<file path="src/rtl/sram_sp_8192x32_ctrl_if.sv">
// Core-side request/response bus of the single-port SRAM controller.
// master = requesting core, slave = controller.
interface sram_sp_8192x32_ctrl_if #(
    parameter int unsigned ADDR_WIDTH = 13,
    parameter int unsigned DATA_WIDTH = 32
);
    logic                    req_i;
    logic                    gnt_o;
    logic                    we_i;
    logic [DATA_WIDTH/8-1:0] be_i;
    logic [ADDR_WIDTH-1:0]   addr_i;
    logic [DATA_WIDTH-1:0]   wdata_i;
    logic                    rvalid_o;
    logic [DATA_WIDTH-1:0]   rdata_o;
    logic                    rready_i;

    modport master (
        output req_i, we_i, be_i, addr_i, wdata_i, rready_i,
        input  gnt_o, rvalid_o, rdata_o
    );

    modport slave (
        input  req_i, we_i, be_i, addr_i, wdata_i, rready_i,
        output gnt_o, rvalid_o, rdata_o
    );
endinterface

</file>
<file path="src/rtl/sram_sp_8192x32_ctrl.sv">
// Controller for a single-port byte-enable SRAM macro: zero-fills the array after reset,
// then serves req/gnt accesses and returns read data through a 3-entry response FIFO.
module sram_sp_8192x32_ctrl #(
    parameter int unsigned ADDR_WIDTH = 13,
    parameter int unsigned DATA_WIDTH = 32,
    parameter bit          INIT_ZERO  = 1'b1
) (
    input  logic                    clk,
    input  logic                    rst,
    sram_sp_8192x32_ctrl_if.slave   bus,
    output logic                    init_done_o,
    output logic                    CEN,
    output logic                    GWEN,
    output logic [DATA_WIDTH/8-1:0] BEN,
    output logic [ADDR_WIDTH-1:0]   A,
    output logic [DATA_WIDTH-1:0]   D,
    input  logic [DATA_WIDTH-1:0]   Q
);
    typedef enum logic [0:0] {StInit, StRun} state_e;

    state_e                  state_q;
    logic [ADDR_WIDTH-1:0]   init_addr_q;
    logic                    init_done_q;
    logic                    pending_q;
    logic [1:0]              count_q;
    logic [1:0]              wptr_q;
    logic [1:0]              rptr_q;
    logic [DATA_WIDTH-1:0]   hold_q;
    logic [DATA_WIDTH-1:0]   fifo_mem [3];

    logic       gnt;
    logic       rd_acc;
    logic       push;
    logic       pop;
    logic       rvalid;
    logic [1:0] occ;

    always_ff @(posedge clk or posedge rst) begin
        if (rst) begin
            state_q     <= StInit;
            init_addr_q <= '0;
            init_done_q <= 1'b0;
        end else if (state_q == StInit) begin
            if (!INIT_ZERO || init_addr_q == '1) begin
                state_q     <= StRun;
                init_done_q <= 1'b1;
            end else begin
                init_addr_q <= init_addr_q + 1'b1;
            end
        end
    end

    // Reads in flight (pending) plus buffered responses must never exceed the FIFO depth.
    assign rvalid = (count_q != 2'd0);
    assign occ    = count_q + {1'b0, pending_q};
    assign gnt    = (state_q == StRun) && bus.req_i && (bus.we_i || occ != 2'd3);
    assign rd_acc = gnt && !bus.we_i;
    assign push   = pending_q;
    assign pop    = rvalid && bus.rready_i;

    always_ff @(posedge clk or posedge rst) begin
        if (rst) begin
            pending_q <= 1'b0;
            count_q   <= 2'd0;
            wptr_q    <= 2'd0;
            rptr_q    <= 2'd0;
            hold_q    <= '0;
        end else begin
            pending_q <= rd_acc;
            count_q   <= count_q + {1'b0, push} - {1'b0, pop};
            if (push) wptr_q <= (wptr_q == 2'd2) ? 2'd0 : wptr_q + 2'd1;
            if (pop) begin
                rptr_q <= (rptr_q == 2'd2) ? 2'd0 : rptr_q + 2'd1;
                hold_q <= fifo_mem[rptr_q];
            end
        end
    end

    always_ff @(posedge clk) begin
        if (push) fifo_mem[wptr_q] <= Q;
    end

    assign bus.gnt_o    = gnt;
    assign bus.rvalid_o = rvalid;
    assign bus.rdata_o  = rvalid ? fifo_mem[rptr_q] : hold_q;
    assign init_done_o  = init_done_q;

    always_comb begin
        CEN  = 1'b1;
        GWEN = 1'b1;
        BEN  = '1;
        A    = '0;
        D    = '0;
        if (!rst) begin
            if (state_q == StInit) begin
                if (INIT_ZERO) begin
                    CEN  = 1'b0;
                    GWEN = 1'b0;
                    BEN  = '0;
                    A    = init_addr_q;
                end
            end else if (gnt) begin
                CEN = 1'b0;
                A   = bus.addr_i;
                if (bus.we_i) begin
                    GWEN = 1'b0;
                    BEN  = ~bus.be_i;
                    D    = bus.wdata_i;
                end
            end
        end
    end
endmodule

</file>
<file path="src/flat_wrapper.sv">
// flat-port wrapper written by rule: the top's interface ports become plain ports
module sram_sp_8192x32_ctrl_flat 
#(
    parameter int unsigned ADDR_WIDTH = 13,
    parameter int unsigned DATA_WIDTH = 32,
    parameter bit          INIT_ZERO  = 1'b1
)
  (clk, rst, init_done_o, CEN, GWEN, BEN, A, D, Q, bus_req_i, bus_we_i, bus_be_i, bus_addr_i, bus_wdata_i, bus_rready_i, bus_gnt_o, bus_rvalid_o, bus_rdata_o);
  sram_sp_8192x32_ctrl_if #(.ADDR_WIDTH(ADDR_WIDTH), .DATA_WIDTH(DATA_WIDTH)) bus_i ();
  input  logic clk;
  input  logic rst;
  output logic init_done_o;
  output logic CEN;
  output logic GWEN;
  output logic [DATA_WIDTH/8-1:0] BEN;
  output logic [ADDR_WIDTH-1:0] A;
  output logic [DATA_WIDTH-1:0] D;
  input  logic [DATA_WIDTH-1:0] Q;
  input wire logic [$bits(bus_i.req_i)-1:0] bus_req_i;
  input wire logic [$bits(bus_i.we_i)-1:0] bus_we_i;
  input wire logic [$bits(bus_i.be_i)-1:0] bus_be_i;
  input wire logic [$bits(bus_i.addr_i)-1:0] bus_addr_i;
  input wire logic [$bits(bus_i.wdata_i)-1:0] bus_wdata_i;
  input wire logic [$bits(bus_i.rready_i)-1:0] bus_rready_i;
  output wire logic [$bits(bus_i.gnt_o)-1:0] bus_gnt_o;
  output wire logic [$bits(bus_i.rvalid_o)-1:0] bus_rvalid_o;
  output wire logic [$bits(bus_i.rdata_o)-1:0] bus_rdata_o;
  assign bus_i.req_i = bus_req_i;
  assign bus_i.we_i = bus_we_i;
  assign bus_i.be_i = bus_be_i;
  assign bus_i.addr_i = bus_addr_i;
  assign bus_i.wdata_i = bus_wdata_i;
  assign bus_i.rready_i = bus_rready_i;
  assign bus_gnt_o = bus_i.gnt_o;
  assign bus_rvalid_o = bus_i.rvalid_o;
  assign bus_rdata_o = bus_i.rdata_o;
  sram_sp_8192x32_ctrl #(.ADDR_WIDTH(ADDR_WIDTH), .DATA_WIDTH(DATA_WIDTH), .INIT_ZERO(INIT_ZERO)) u_core (.clk(clk), .rst(rst), .bus(bus_i), .init_done_o(init_done_o), .CEN(CEN), .GWEN(GWEN), .BEN(BEN), .A(A), .D(D), .Q(Q));
endmodule
</file>
<file path="config.mk">
export PLATFORM = sky130hd
export DESIGN_NAME = sram_sp_8192x32_ctrl_flat
export DESIGN_NICKNAME = d
export VERILOG_FILES = /design/src/rtl/sram_sp_8192x32_ctrl_if.sv /design/src/rtl/sram_sp_8192x32_ctrl.sv /design/src/flat_wrapper.sv
export SDC_FILE = /design/constraint.sdc
export NUM_CORES = 1
export LEC_CHECK = 0
export CORE_MARGIN = 5
export CORE_UTILIZATION = 35
export CTS_CLUSTER_DIAMETER = 200
export DETAILED_ROUTE_END_ITERATION = 8
export MAX_ROUTING_LAYER = met4
export PLACE_DENSITY_LB_ADDON = 0.1
export SYNTH_ARGS = -nofsm -noshare
export SYNTH_HDL_FRONTEND = slang
export SYNTH_SLANG_ARGS = --single-unit
</file>
<file path="constraint.sdc">
create_clock -name clk -period 4.59 [get_ports clk]
set_input_delay 0.459 -clock clk [delete_from_list [all_inputs] [get_ports clk]]
set_output_delay 0.459 -clock clk [all_outputs]
set_load 0.01 [all_outputs]
</file>
==> results of run 1 <==
critical path, delay by kind of cell:
family                 cells  cell delay (ns)
buffers and inverters      2             1.27
AND/OR/NAND/NOR            2             1.12
cell usage after synthesis, types with 2 or more instances:
library cell,number
mux2i_1,33
nand2_1,75
nor4b_4,2
inv_1,7
and2_1,33
xor2_1,3
a21oi_1,39
nand4_1,3
buf_4,3
clkbuf_1,17
nor2_1,49
o21ai_0,68
ha_1,3
nor3_1,2
dfrtp_1,54
a22oi_1,13
xnor2_1,6
nand3_1,5
edfxtp_1,96
a21o_1,3
buf_2,8
buf_1,5
worst paths after layout:
| check | from | to | slack [ns] | cells after the start |
|---|---|---|---|---|
| min in group asynchronous | rst | u_core.init_addr_q[5] | 1.06 | 3 |
| worst min-delay path | u_core.hold_q[15] | u_core.hold_q[15] | 0.48 | 2 |
| worst max register to register | u_core.count_q[0] | u_core.hold_q[31] | 1.96 | 5 |
| worst min register to register | u_core.hold_q[15] | u_core.hold_q[15] | 0.48 | 2 |
| max in group asynchronous | rst | u_core.rptr_q[1] | 2.98 | 3 |
| worst max-delay path | rst | D[5] | 1.27 | 4 |
report_power, final:
part           internal (W)  leakage, nW  total [W]  switching, W
sequential          0.00159         1.54    0.00178      0.000187
combinational      0.000730         1.58    0.00146      0.000730
clock               0.00103        0.321    0.00157      0.000538
total               0.00336         3.44    0.00481       0.00145
per-layer routing:
metal,global-route usage,vias up
met5,-,-
met2,0.257,124
met4,0.0466,0
li1,-,2259
met3,0.0425,18
met1,0.199,2162
stage by stage:
stage	cell area (um2)	hold WS [ns]	power, W	worst slack (ns)	cells
5_1_grt	9070	0.499	0.00511	1.03	950
2_1_floorplan	6480	0.450	0.00253	1.41	546
6_report	9070	0.480	0.00481	1.27	950
4_1_cts	9070	0.484	0.00487	1.28	950
3_3_place_gp	8400	0.462	0.00326	1.42	918
3_5_place_dp	8400	0.471	0.00330	1.29	918
final cells by class:
cell class / count / area (um2) / share of cell area
flip-flops and latches: 150 / 4240 / 0.467
inverters: 8 / 30.0 / 0.00331
well taps: 229 / 287 / 0.0316
clock inverters: 13 / 226 / 0.0250
clock buffers: 19 / 443 / 0.0488
repair buffers: 177 / 1760 / 0.194
multi-input cells: 354 / 2090 / 0.231
cell families after synthesis:
group / count (synthesis) / share of synthesized area
flip-flops: 150 / 0.653
buffers and inverters: 42 / 0.0288
AO/OA/AOI/OAI: 128 / 0.109
XOR/XNOR: 9 / 0.0122
adder cells (fa/ha/maj): 3 / 0.00579
multiplexers: 35 / 0.0550
AND/OR/NAND/NOR: 179 / 0.136
flip-flops by register name (all words and copies together) (netlist names):
name                cells
u_core.pending_q        1
u_core.count_q          2
u_core.init_done_o      1
u_core.wptr_q           2
u_core.fifo_mem        96
u_core.rptr_q           2
u_core.hold_q          32
u_core.init_addr_q     13
u_core.state_q          1
==> summary.txt, run 1 <==
Run status
  – Status: finished clean

Yosys
  – Post-Syn Instances: roughly 550
  – Share of the synthesized area in the top cell type: 0.445
  – Synth Net Count: ~640
  – Synth warn: 0
  – Post-synth ARST share: 0.360
  – Largest area contributor in the netlist: edfxtp_1
  – Synth top area cells: edfxtp_1, dfrtp_1, o21ai_0, mux2i_1, nand2_1
  – Main synth FF type: edfxtp_1
  – Mapped Area: 6480 um2
  – Number of synthesized flops with an enable pin: between 90 and 100
  – Synthesized flop and latch total: 150
  – Post-Syn Area per Cell: 11.9 um2
  – Register area share after synthesis: 0.653
  – Yosys cell types: roughly 40

GRT
  – Total GRT Usage: 0.159
  – Largest net degree at the start of global routing: between 50 and 60
  – First-pass GRT wire length: roughly 26 mm
  – Initial antenna violation count: 0
  – Global route overflow: 0
  – Vias in the first global route: around 4700

Critical path
  – Slowest-stage cell, CP: nor3_4
  – Slowest stage delay, CP: around 0.9 ns
  – CP Data Required Time: 4.13 ns
  – Crit-path max FO: 36
  – Critical Path AT: between 2 and 3 ns
  – Startpoint Class: input pin
  – Kind of critical path: in -> out
  – Critical path, cell by cell: clkdlybuf4s50_1 > nor3_4 > and2_1 > clkdlybuf4s50_1
  – Most used cell, CP: clkdlybuf4s50_1
  – Crit path capture type: primary output

Timing
  – Max-slew violations: 0
  – Worst slew pin tran: approximately 1.1 ns
  – Tmin final: roughly 3.3 ns
  – Clk_skew: around 0.0082 ns
  – FMAX: around 300 MHz
  – RSZ-0062 raised after global routing: no
  – Max-Slew Margin vs Limit: 0.255
  – Number of hold violations in the final report: 0
  – Sum Neg Setup Slack: 0 ns
  – Fin crit share: 0.723
  – Final setup viols: 0

Die
  – I/O Pins: between 150 and 200
  – Die Area: between 20000 and 25000 um2
  – Initial Utilization: 0.358
  – Die Y: ~150 um
  – Die Wd: between 100 and 150 um
  – Rows: 49
  – Core ar.: between 15000 and 20000 um2

Clocking
  – CTS tree: built
  – Hold buffers post-CTS: 0
  – Sink Count: 150
  – Postcts setup bufs: 0
  – Post-CTS sizing: 0
  – Bufs on Longest Clock Path: 2
  – Num CTS Buffers: 17
  – Clock latency at the later pin of the worst-skew pair: approximately 0.42 ns
  – Root Buffer: clkbuf_16
  – CTS clk-pin slew, worst paths: around 0.06 ns
  – CTS H-tree depth: 4

Detailed routing
  – M1 WL: approximately 7.2 mm
  – Routed Antenna Nets: 0
  – Met3 WL: between 800 and 900 um
  – Max layer used: met4
  – Iter 0 DRT Violations: about 200
  – Drt wl/cell: 16.9 um
  – Final WL: around 16 mm
  – Wire length on met2: slightly below 8 mm
  – DRT Pass-1 Iters: 4
  – Drc violations: 0
  – DR vias: around 4600
  – Vias per inst: 4.80

Layout
  – Share of cells above drive strength 1: 0.0763
  – Final design utilization: 0.501
  – Commonest non-fill, non-tap cell in the layout: clkdlybuf4s50_1
  – Final #Nets: approximately 800
  – Commonest non-fill, non-tap cells in the layout: clkdlybuf4s50_1, edfxtp_1, nand2_1
  – Antenna diodes: 0
  – Synthesis-to-layout area growth: 39.9%
  – Final-layout fill cell count: approximately 1600

Power and ir drop
  – Pleak: between 3 and 4 nW
  – Worst vdd ir: ~0.35 mV
  – Power per Cell Area: ~530 nW/um2

Placement
  – Port bufs: 171
  – DP HPWL: 10.9 mm
  – Routability congestion estimate: slightly below 0.8

Worst hold path
  – HP Class: reg -> reg

Flow run
  – Max Cap Viol: 0
Power figures use the tool's default switching activity.
==> inputs of run 2 (changes only) <==
==> constraint.sdc (replaced) <==
create_clock -name clk -period 3.4 [get_ports clk]
set_input_delay 0.34 -clock clk [delete_from_list [all_inputs] [get_ports clk]]
set_output_delay 0.34 -clock clk [all_outputs]
set_load 0.01 [all_outputs]
==> summary.txt, run 2 (synthesis gave the netlist of run 1 again) <==
Power and ir drop
  – Internal: 0.00451 W (+34%)
  – Pwr Total: 0.00642 W (+34%)
  – Clock Power Share: 0.317 (-0.009)
  – Pleak: 3.45 nW (+0.39%)
  – Worst vdd ir: 0.399 mV (+13%)
  – Part of the power in registers: 0.371 (about the same)
  – Power per Cell Area: 706 nW/um2 (+33%)
  – Sw frac: 0.298 (-0.00404)
  – Psw: 0.00192 W (+32%)
  – Combinational power share: 0.312 (+0.009)

Critical path
  – Startpoint Class: flop
  – Slowest-stage cell, CP: o311a_1
  – Kind of critical path: reg -> out
  – Critical Path AT: 2.64 ns (-0.22 ns)
  – Crit-path max FO: 16 (-56%)
  – Critical path, cell by cell: ha_1 > xnor2_1 > o311a_1 > a22oi_1 > nor2_1 > clkdlybuf4s50_1
  – Crit path capture type: primary output
  – Slowest stage delay, CP: 0.55 ns (-0.33 ns)
  – CP Data Required Time: 3.06 ns (-1.07 ns)

Layout
  – Max reg flops: 96 (unchanged)
  – Final design utilization: 0.503 (+0.00138)
  – Final-layout fill cell count: 1548 (-1.5%)
  – Top reg by flops: u_core.fifo_mem
  – Share of cells above drive strength 1: 0.0802 (+0.00394)
  – Commonest non-fill, non-tap cell in the layout: clkdlybuf4s50_1
  – Synthesis-to-layout area growth: 40.3%
  – Final #Nets: 799 (+0.25%)
  – Commonest non-fill, non-tap cells in the layout: clkdlybuf4s50_1, edfxtp_1, nand2_1
  – Largest registers: u_core.fifo_mem: 96 flops, u_core.hold_q: 32 flops, u_core.init_addr_q: 13 flops
  – Antenna diodes: 0 (unchanged)
  – Layout Cells excl Fill: 952 (+0.21%)

Die
  – Core ar.: 18100 um2 (unchanged)
  – Rows: 49 (unchanged)
  – Die Y: 146 um (unchanged)
  – Die Wd: 146 um (unchanged)
  – I/O Pins: 172 (unchanged)
  – Initial Utilization: 0.358 (unchanged)
  – Die Area: 21300 um2 (unchanged)

Placement
  – DP HPWL: 10.9 mm (-0.34%)
  – Dpl cells: 920 (+0.22%)
  – Port bufs: 171 (unchanged)
  – Routability congestion estimate: 0.794 (+2.8%)

Flow run
  – Max Cap Viol: 0 (unchanged)

Timing
  – Worst slew pin tran: 1.05 ns (-0.0605 ns)
  – Clk_skew: 0.00520 ns (-0.00297 ns)
  – Max-slew violations: 0 (unchanged)
  – Final setup viols: 0 (unchanged)
  – FMAX: roughly 340 MHz
  – Number of hold violations in the final report: 0 (unchanged)
  – RSZ-0062 raised after global routing: no
  – Tmin final: 2.98 ns
  – Max-Slew Margin vs Limit: 0.296 (+0.0404)
  – Sum Neg Setup Slack: 0 ns (unchanged)
  – WHS: 0.478 ns (-0.00182 ns)
  – Fin crit share: 0.877

Clocking
  – CTS clk-pin slew, worst paths: 0.06 ns (about the same)
  – Root Buffer: clkbuf_16
  – CTS tree: built
  – Num CTS Buffers: 17 (unchanged)
  – Clock latency at the later pin of the worst-skew pair: 0.41 ns (about the same)
  – Sink Count: 150 (unchanged)
  – Post-CTS sizing: 0 (unchanged)
  – Postcts setup bufs: 0 (unchanged)
  – Hold buffers post-CTS: 0 (unchanged)
  – CTS H-tree depth: 4 (unchanged)
  – Bufs on Longest Clock Path: 2 (unchanged)

Worst hold path
  – HP Class: reg -> reg

GRT
  – Vias in the first global route: 4678 (+0.58%)
  – Largest net degree at the start of global routing: 55 (unchanged)
  – Global route overflow: 0 (unchanged)
  – Initial antenna violation count: 0 (unchanged)
  – First-pass GRT wire length: 25.5 mm (-1.9%)
  – Total GRT Usage: 0.156 (-0.00374)

Detailed routing
  – Vias per inst: 4.77 (-0.78%)
  – DRT Pass-1 Iters: 4 (unchanged)
  – DR vias: 4537 (-0.57%)
  – Drt wl/cell: 16.4 um (-3.2%)
  – Drc violations: 0 (unchanged)
  – Iter 0 DRT Violations: 218 (+8.5%)
  – Routed Antenna Nets: 0 (unchanged)
  – Final WL: 15.6 mm (-3.0%)

Run status
  – Status: finished clean
run 2: layout make-up:
cell class | instances | area, um2 | share of cell area
timing repair buffer | 179 | 1800 | 0.198
multi-input combinational | 354 | 2090 | 0.230
clock inverter | 12 | 198 | 0.0217
tap | 229 | 287 | 0.0315
clock buffer | 20 | 457 | 0.0502
sequential | 150 | 4240 | 0.466
inverter | 8 | 30.0 | 0.00330
run 2: worst max-delay path, delay by kind of cell, from the launching register on:
kind,cells,cell delay [ns]
buffers and inverters,1,0.55
DFF,1,0.41
and+or+nand+nor,1,0.13
xor gates and xnor gates,1,0.22
AOI/OAI and AO/OA,2,0.71
adders and majority gates,1,0.22
run 2: metrics by stage:
stage	area [um2]	setup WS (ns)
after floorplan	6480	0.215
after global placement	8440	0.908
after detailed placement	8440	0.838
after CTS	9090	0.388
after global routing	9090	0.200
final	9090	0.417
run 2: final timing paths:
| check | endpoint | slack [ns] | startpoint | cells past startpoint |
|---|---|---|---|---|
| max in group asynchronous | u_core.rptr_q[0] | 2.17 | rst | 4 |
| min in group asynchronous | u_core.init_addr_q[9] | 0.70 | rst | 4 |
| max reg2reg | u_core.hold_q[18] | 1.08 | u_core.count_q[0] | 5 |
| max | A[1] | 0.42 | u_core.count_q[0] | 6 |
| min reg2reg | u_core.hold_q[26] | 0.48 | u_core.hold_q[26] | 2 |
| min | u_core.hold_q[26] | 0.48 | u_core.hold_q[26] | 2 |
run 2: power by group through the flow:
stage / Clock, W / Combinational (W) / Sequential, W
after floorplan: 0 / 0.00115 / 0.00227
after global placement: 0 / 0.00201 / 0.00241
after detailed placement: 0 / 0.00203 / 0.00242
after CTS: 0.00209 / 0.00205 / 0.00239
after global routing: 0.00216 / 0.00226 / 0.00242
final: 0.00204 / 0.00200 / 0.00238
run 2: metal layers:
layer	part of all wire	global-route usage	vias to the layer above
met5	0	-	-
met4	0.013	0.0475	0
met3	0.058	0.0431	20
met2	0.50	0.256	133
met1	0.43	0.188	2121
li1	-	-	2263
==> edit 1 (settings of run 2) <==
`INIT_ZERO` is set to 1'b1 in 2 places; all go to 1'b0.
--- a/src/rtl/sram_sp_8192x32_ctrl.sv
+++ b/src/rtl/sram_sp_8192x32_ctrl.sv
@@ -5,3 +5,3 @@
     parameter int unsigned DATA_WIDTH = 32,
-    parameter bit          INIT_ZERO  = 1'b1
+    parameter bit          INIT_ZERO  = 1'b0
 ) (
--- a/src/flat_wrapper.sv
+++ b/src/flat_wrapper.sv
@@ -5,3 +5,3 @@
     parameter int unsigned DATA_WIDTH = 32,
-    parameter bit          INIT_ZERO  = 1'b1
+    parameter bit          INIT_ZERO  = 1'b0
 )
Formal check against the unedited RTL: not equivalent (Yosys sat finds a counterexample within 4 cycles, from zero or initial values and one cycle with rst high).
==> edit 1 against run 2 <==
Setup slack got worse by 0.059 ns; routed wire length decreased by 7.2%; sequential cell count decreased by 13; hold slack got worse by 0.035 ns; utilization increased by 0.46 points; maximum frequency fell by 1.9%; power decreased by 1.2%; synthesized area is 8.9% lower; sequential share of layout area shrank 0.10 points; cell area decreased by 7.5%.
==> edit 1: results (changes against run 2) <==
DP Worst Slack: 0.7780 ns (was 0.8380 ns)
Layout clock buffer count: 28 (was 20)
Layout non-clock buf frac: 0.2129 (was 0.1976)
Synth Area in Adders: 0.004236 (was 0.005792)
Via/cell ratio: 4.766 (about the same)
FF+latch area: 3911 sq um (was 4237 sq um)
Clk_skew: 0.009504 ns (was 0.005197 ns)
R2r worst-path depth: 4 (was 5)
Crit-path max FO: 14 (was 16)
Multi-input combinational area share: 0.2206 (was 0.2299)
Hold EP: u_core.init_done_o$_DFFE_PP0N_ (was u_core.hold_q[26]$_DFFE_PP0N_)
Syn Inst Count: 475 (was 546)
Top cells by area, synth: edfxtp_1 49%, dfrtp_1 17%, o31ai_1 8.1% (was edfxtp_1 44%, dfrtp_1 21%, o21ai_0 5.3%)
Synth cell count leaders: 96 x edfxtp_1, 72 x nand2_1, 64 x nor2b_1, 64 x o31ai_1, 46 x and2_1 (was 96 x edfxtp_1, 75 x nand2_1, 68 x o21ai_0)
Placed cell count: 843 (was 920)
Ys async rst share: 0.2993 (was 0.3600)
Crit path capture: A[8] (was A[1])
Post-synthesis compound-gate area fraction: 0.1298 (was 0.1093)
Synth Area in XOR/XNOR: 0.002965 (was 0.01216)
Largest stage delay, worst path: 0.66 ns (was 0.55 ns)
Seq area share: 0.4648 (was 0.4658)
Routed WL: 14,480 um (was 15,600 um)
DR iter-0 viols: 188 (was 218)
Logic inverters: 9 (was 8)
Worst Hold Launch: u_core.state_q$_DFF_PP0_ (was u_core.hold_q[26]$_DFFE_PP0N_)
Comb pwr: 2.30 mW (was 2.00 mW)
Outcome: completed (unchanged)
# nets final: 730 (was 799)
# diodes: 1 (was 0)
Dpl hpwl: 9915 um (was 10,890 um)
Netlist cell types: 28 (was 41)
Buffers outside the clock class: 180 (was 179)
==> edit 1: cell count changes after synthesis, moves of 5 or more <==
cell      before  now
o21ai_0       68    1
o31ai_1        0   64
nor2b_1        1   64
nor2_1        49    2
a21oi_1       39    0
a211oi_1       0   32
mux2i_1       33    1
a22oi_1       13    0
and2_1        33   46
dfrtp_1       54   41
xnor2_1        6    0
buf_2          8   13
nand3_1        5    0
==> edit 1: metal layers <==
metal	GRT usage	routed length (um)
met2	0.2674	7399
met5	-	0
met3	0.04226	741
met4	0.05303	227
met1	0.1765	6109
==> edit 1: cells by family (layout without fill, tap and decap cells) <==
kind of cell	Yosys count	in the layout
compound gates	102	102
xor+xnor	2	2
fa+ha+maj	2	2
buf+inv	41	221
flops	137	137
mux	1	1
other cells	1	2
simple gates	189	189
==> edit 1: worst register-to-register path, stage by stage (launching register included) <==
cell and delay [ns]:
dfrtp_1 0.45, o21ai_4 0.42, buf_4 0.53, nor3_1 0.13
a21o_1 0.17
==> edit 2 (settings of run 2) <==
Made on the original files. Make the reset (`rst`) synchronous in 2 clocked blocks.
--- a/src/rtl/sram_sp_8192x32_ctrl.sv
+++ b/src/rtl/sram_sp_8192x32_ctrl.sv
@@ -37,3 +37,3 @@
 
-    always_ff @(posedge clk or posedge rst) begin
+    always_ff @(posedge clk) begin
         if (rst) begin
@@ -60,3 +60,3 @@
 
-    always_ff @(posedge clk or posedge rst) begin
+    always_ff @(posedge clk) begin
         if (rst) begin
Check against the original RTL: same outputs for any inputs over 10 cycles, from zero or initial values and one cycle with rst high; that may be too few to reach the edited logic, so the function may still have changed.
==> edit 2 against run 2 <==
Sequential cell count increased by 2; clock skew is 0.0026 ns higher; setup slack gained 0.069 ns; routed wire length is 12% higher; count of clock-buffer cells in the layout did not move; cell area up 0.91%; utilization is 1.1 points lower; synthesized area grew 1.9%; first-iteration DRC count increased by 1.4%; critical path type unchanged.
Power is not compared: it rests on default switching activity, and its combinational part moved more than twofold at a synthesized area within 25%.
==> edit 2: results (changes against run 2) <==
Outcome: completed (unchanged)
Gr usage total: 0.1653 (was 0.1555)
Ys async rst share: 0 (was 0.3600)
Routed WL: 17,480 um (was 15,600 um)
Met1 wire length: 7773 um (was 6757 um)
Fill count: 1,661 (was 1,548)
Number of global-route vias before repair: 5,083 (was 4,678)
Reg with most FFs: u_core.fifo_mem (unchanged)
Seq/Total Area, Yosys: 0.6059 (was 0.6533)
GPL Wtd Cong: 0.7792 (was 0.7943)
M3 GR Usage: 0.03863 (was 0.04307)
# nets final: 886 (was 799)
Met3 routed WL: 762 um (was 910 um)
DP Worst Slack: 0.7823 ns (was 0.8380 ns)
Clk_skew: 0.007825 ns (was 0.005197 ns)
GR Util met1: 0.1997 (was 0.1881)
Cell Area, Placed: 8603 sq um (was 8441 sq um)
Synth cell count leaders: 96 x edfxtp_1, 90 x nor2_1, 71 x nand2_1 (was 96 x edfxtp_1, 75 x nand2_1, 68 x o21ai_0)
Placed cell count: 1,012 (was 920)
Crit path capture: A[11] (was A[1])
Worst path arrival time: 2.57 ns (was 2.64 ns)
Fraction of layout instances using a drive strength above 1: 0.07531 (was 0.08022)
Worst vdd ir: 0.3596 mV
Hold Crit Class: primary input to flip-flop (was flip-flop to flip-flop)
Post-synthesis mux area share: 0.05510 (was 0.05502)
Post-synthesis compound-gate area fraction: 0.1183 (was 0.1093)
CP startpoint: u_core.count_q[0]$_SDFF_PP0_ (was u_core.count_q[0]$_DFF_PP0_)
Worst Hold Launch: rst (was u_core.hold_q[26]$_DFFE_PP0N_)
Netlist cell types: 47 (was 41)
Synth Area in Adders: 0.005681 (was 0.005792)
Reg2reg start: u_core.init_addr_q[1]$_SDFFE_PP0P_ (was u_core.count_q[0]$_DFF_PP0_)
Worst r2r dst: u_core.init_addr_q[3]$_SDFFE_PP0P_ (was u_core.hold_q[18]$_DFFE_PP0N_)
DR iter-0 viols: 221 (was 218)
Met2 Wirelength: 8740 um (was 7724 um)
Top cells by area, synth: edfxtp_1 44%, dfxtp_1 17%, and2_1 6.2% (was edfxtp_1 44%, dfrtp_1 21%, o21ai_0 5.3%)
Synth Area in XOR/XNOR: 0.003977 (was 0.01216)
Via/cell ratio: 4.875 (was 4.766)
Final WS setup: 0.4861 ns (was 0.4168 ns)
WL/cell: 16.74 um (was 16.38 um)
Slew Limit Headroom: 0.2646 (was 0.2956)
FF-to-FF setup slack: 1.53 ns (was 1.08 ns)
Dpl hpwl: 11,660 um (was 10,890 um)
Largest net degree at the start of global routing: 53 (was 55)
Mean area per synthesized cell: 10.49 sq um (was 11.87 sq um)
==> edit 2: cell types whose count changed after synthesis, sizes merged, moves of 4 or more <==
cell / before / now
dfrtp: 54 / 0
a21oi: 39 / 44
buf: 17 / 10
clkbuf: 17 / 27
xnor2: 6 / 2
a22oi: 13 / 3
nand2: 76 / 71
dfxtp: 0 / 56
and2: 33 / 67
nor2b: 1 / 5
a22o: 0 / 9
nor2: 49 / 90
==> edit 2: how the worst min path moves through the flow <==
stage,end,depth (start not counted),slack [ns]
floorplan,u_core.hold_q[0]$_SDFFE_PP0N_,2,0.44
global placement,u_core.hold_q[5]$_SDFFE_PP0N_,2,0.44
detailed placement,u_core.hold_q[23]$_SDFFE_PP0N_,2,0.45
CTS,u_core.count_q[0]$_SDFF_PP0_,2,0.26
global route,u_core.count_q[0]$_SDFF_PP0_,2,0.27
finish,u_core.count_q[0]$_SDFF_PP0_,2,0.27
==> edit 2: where the power goes <==
group	internal (mW)	total, mW	switching, mW
registers	2.01	2.05	0.0487
logic	0.404	0.818	0.415
clock network	1.10	1.82	0.726
total	3.50	4.69	1.19
==> edit 2: area by class of cell <==
type                       instances  area, sq um  area share
clock buffer                      20        446.7     0.04867
clock inverter                    12        127.6     0.01391
inverter                           8        30.03    0.003272
multi-input combinational        433         2462      0.2683
sequential                       152         4006      0.4365
tap                              234        292.8     0.03190
timing repair buffer             185         1812      0.1974
==> edit 2: critical path, stage by stage, from the launching register on <==
cell and delay [ns]:
dfxtp_1 0.37, ha_1 0.23, xor2_1 0.17, a31oi_2 0.36, nor2b_1 0.17, buf_4 0.17
a22o_1 0.13, clkdlybuf4s50_1 0.55
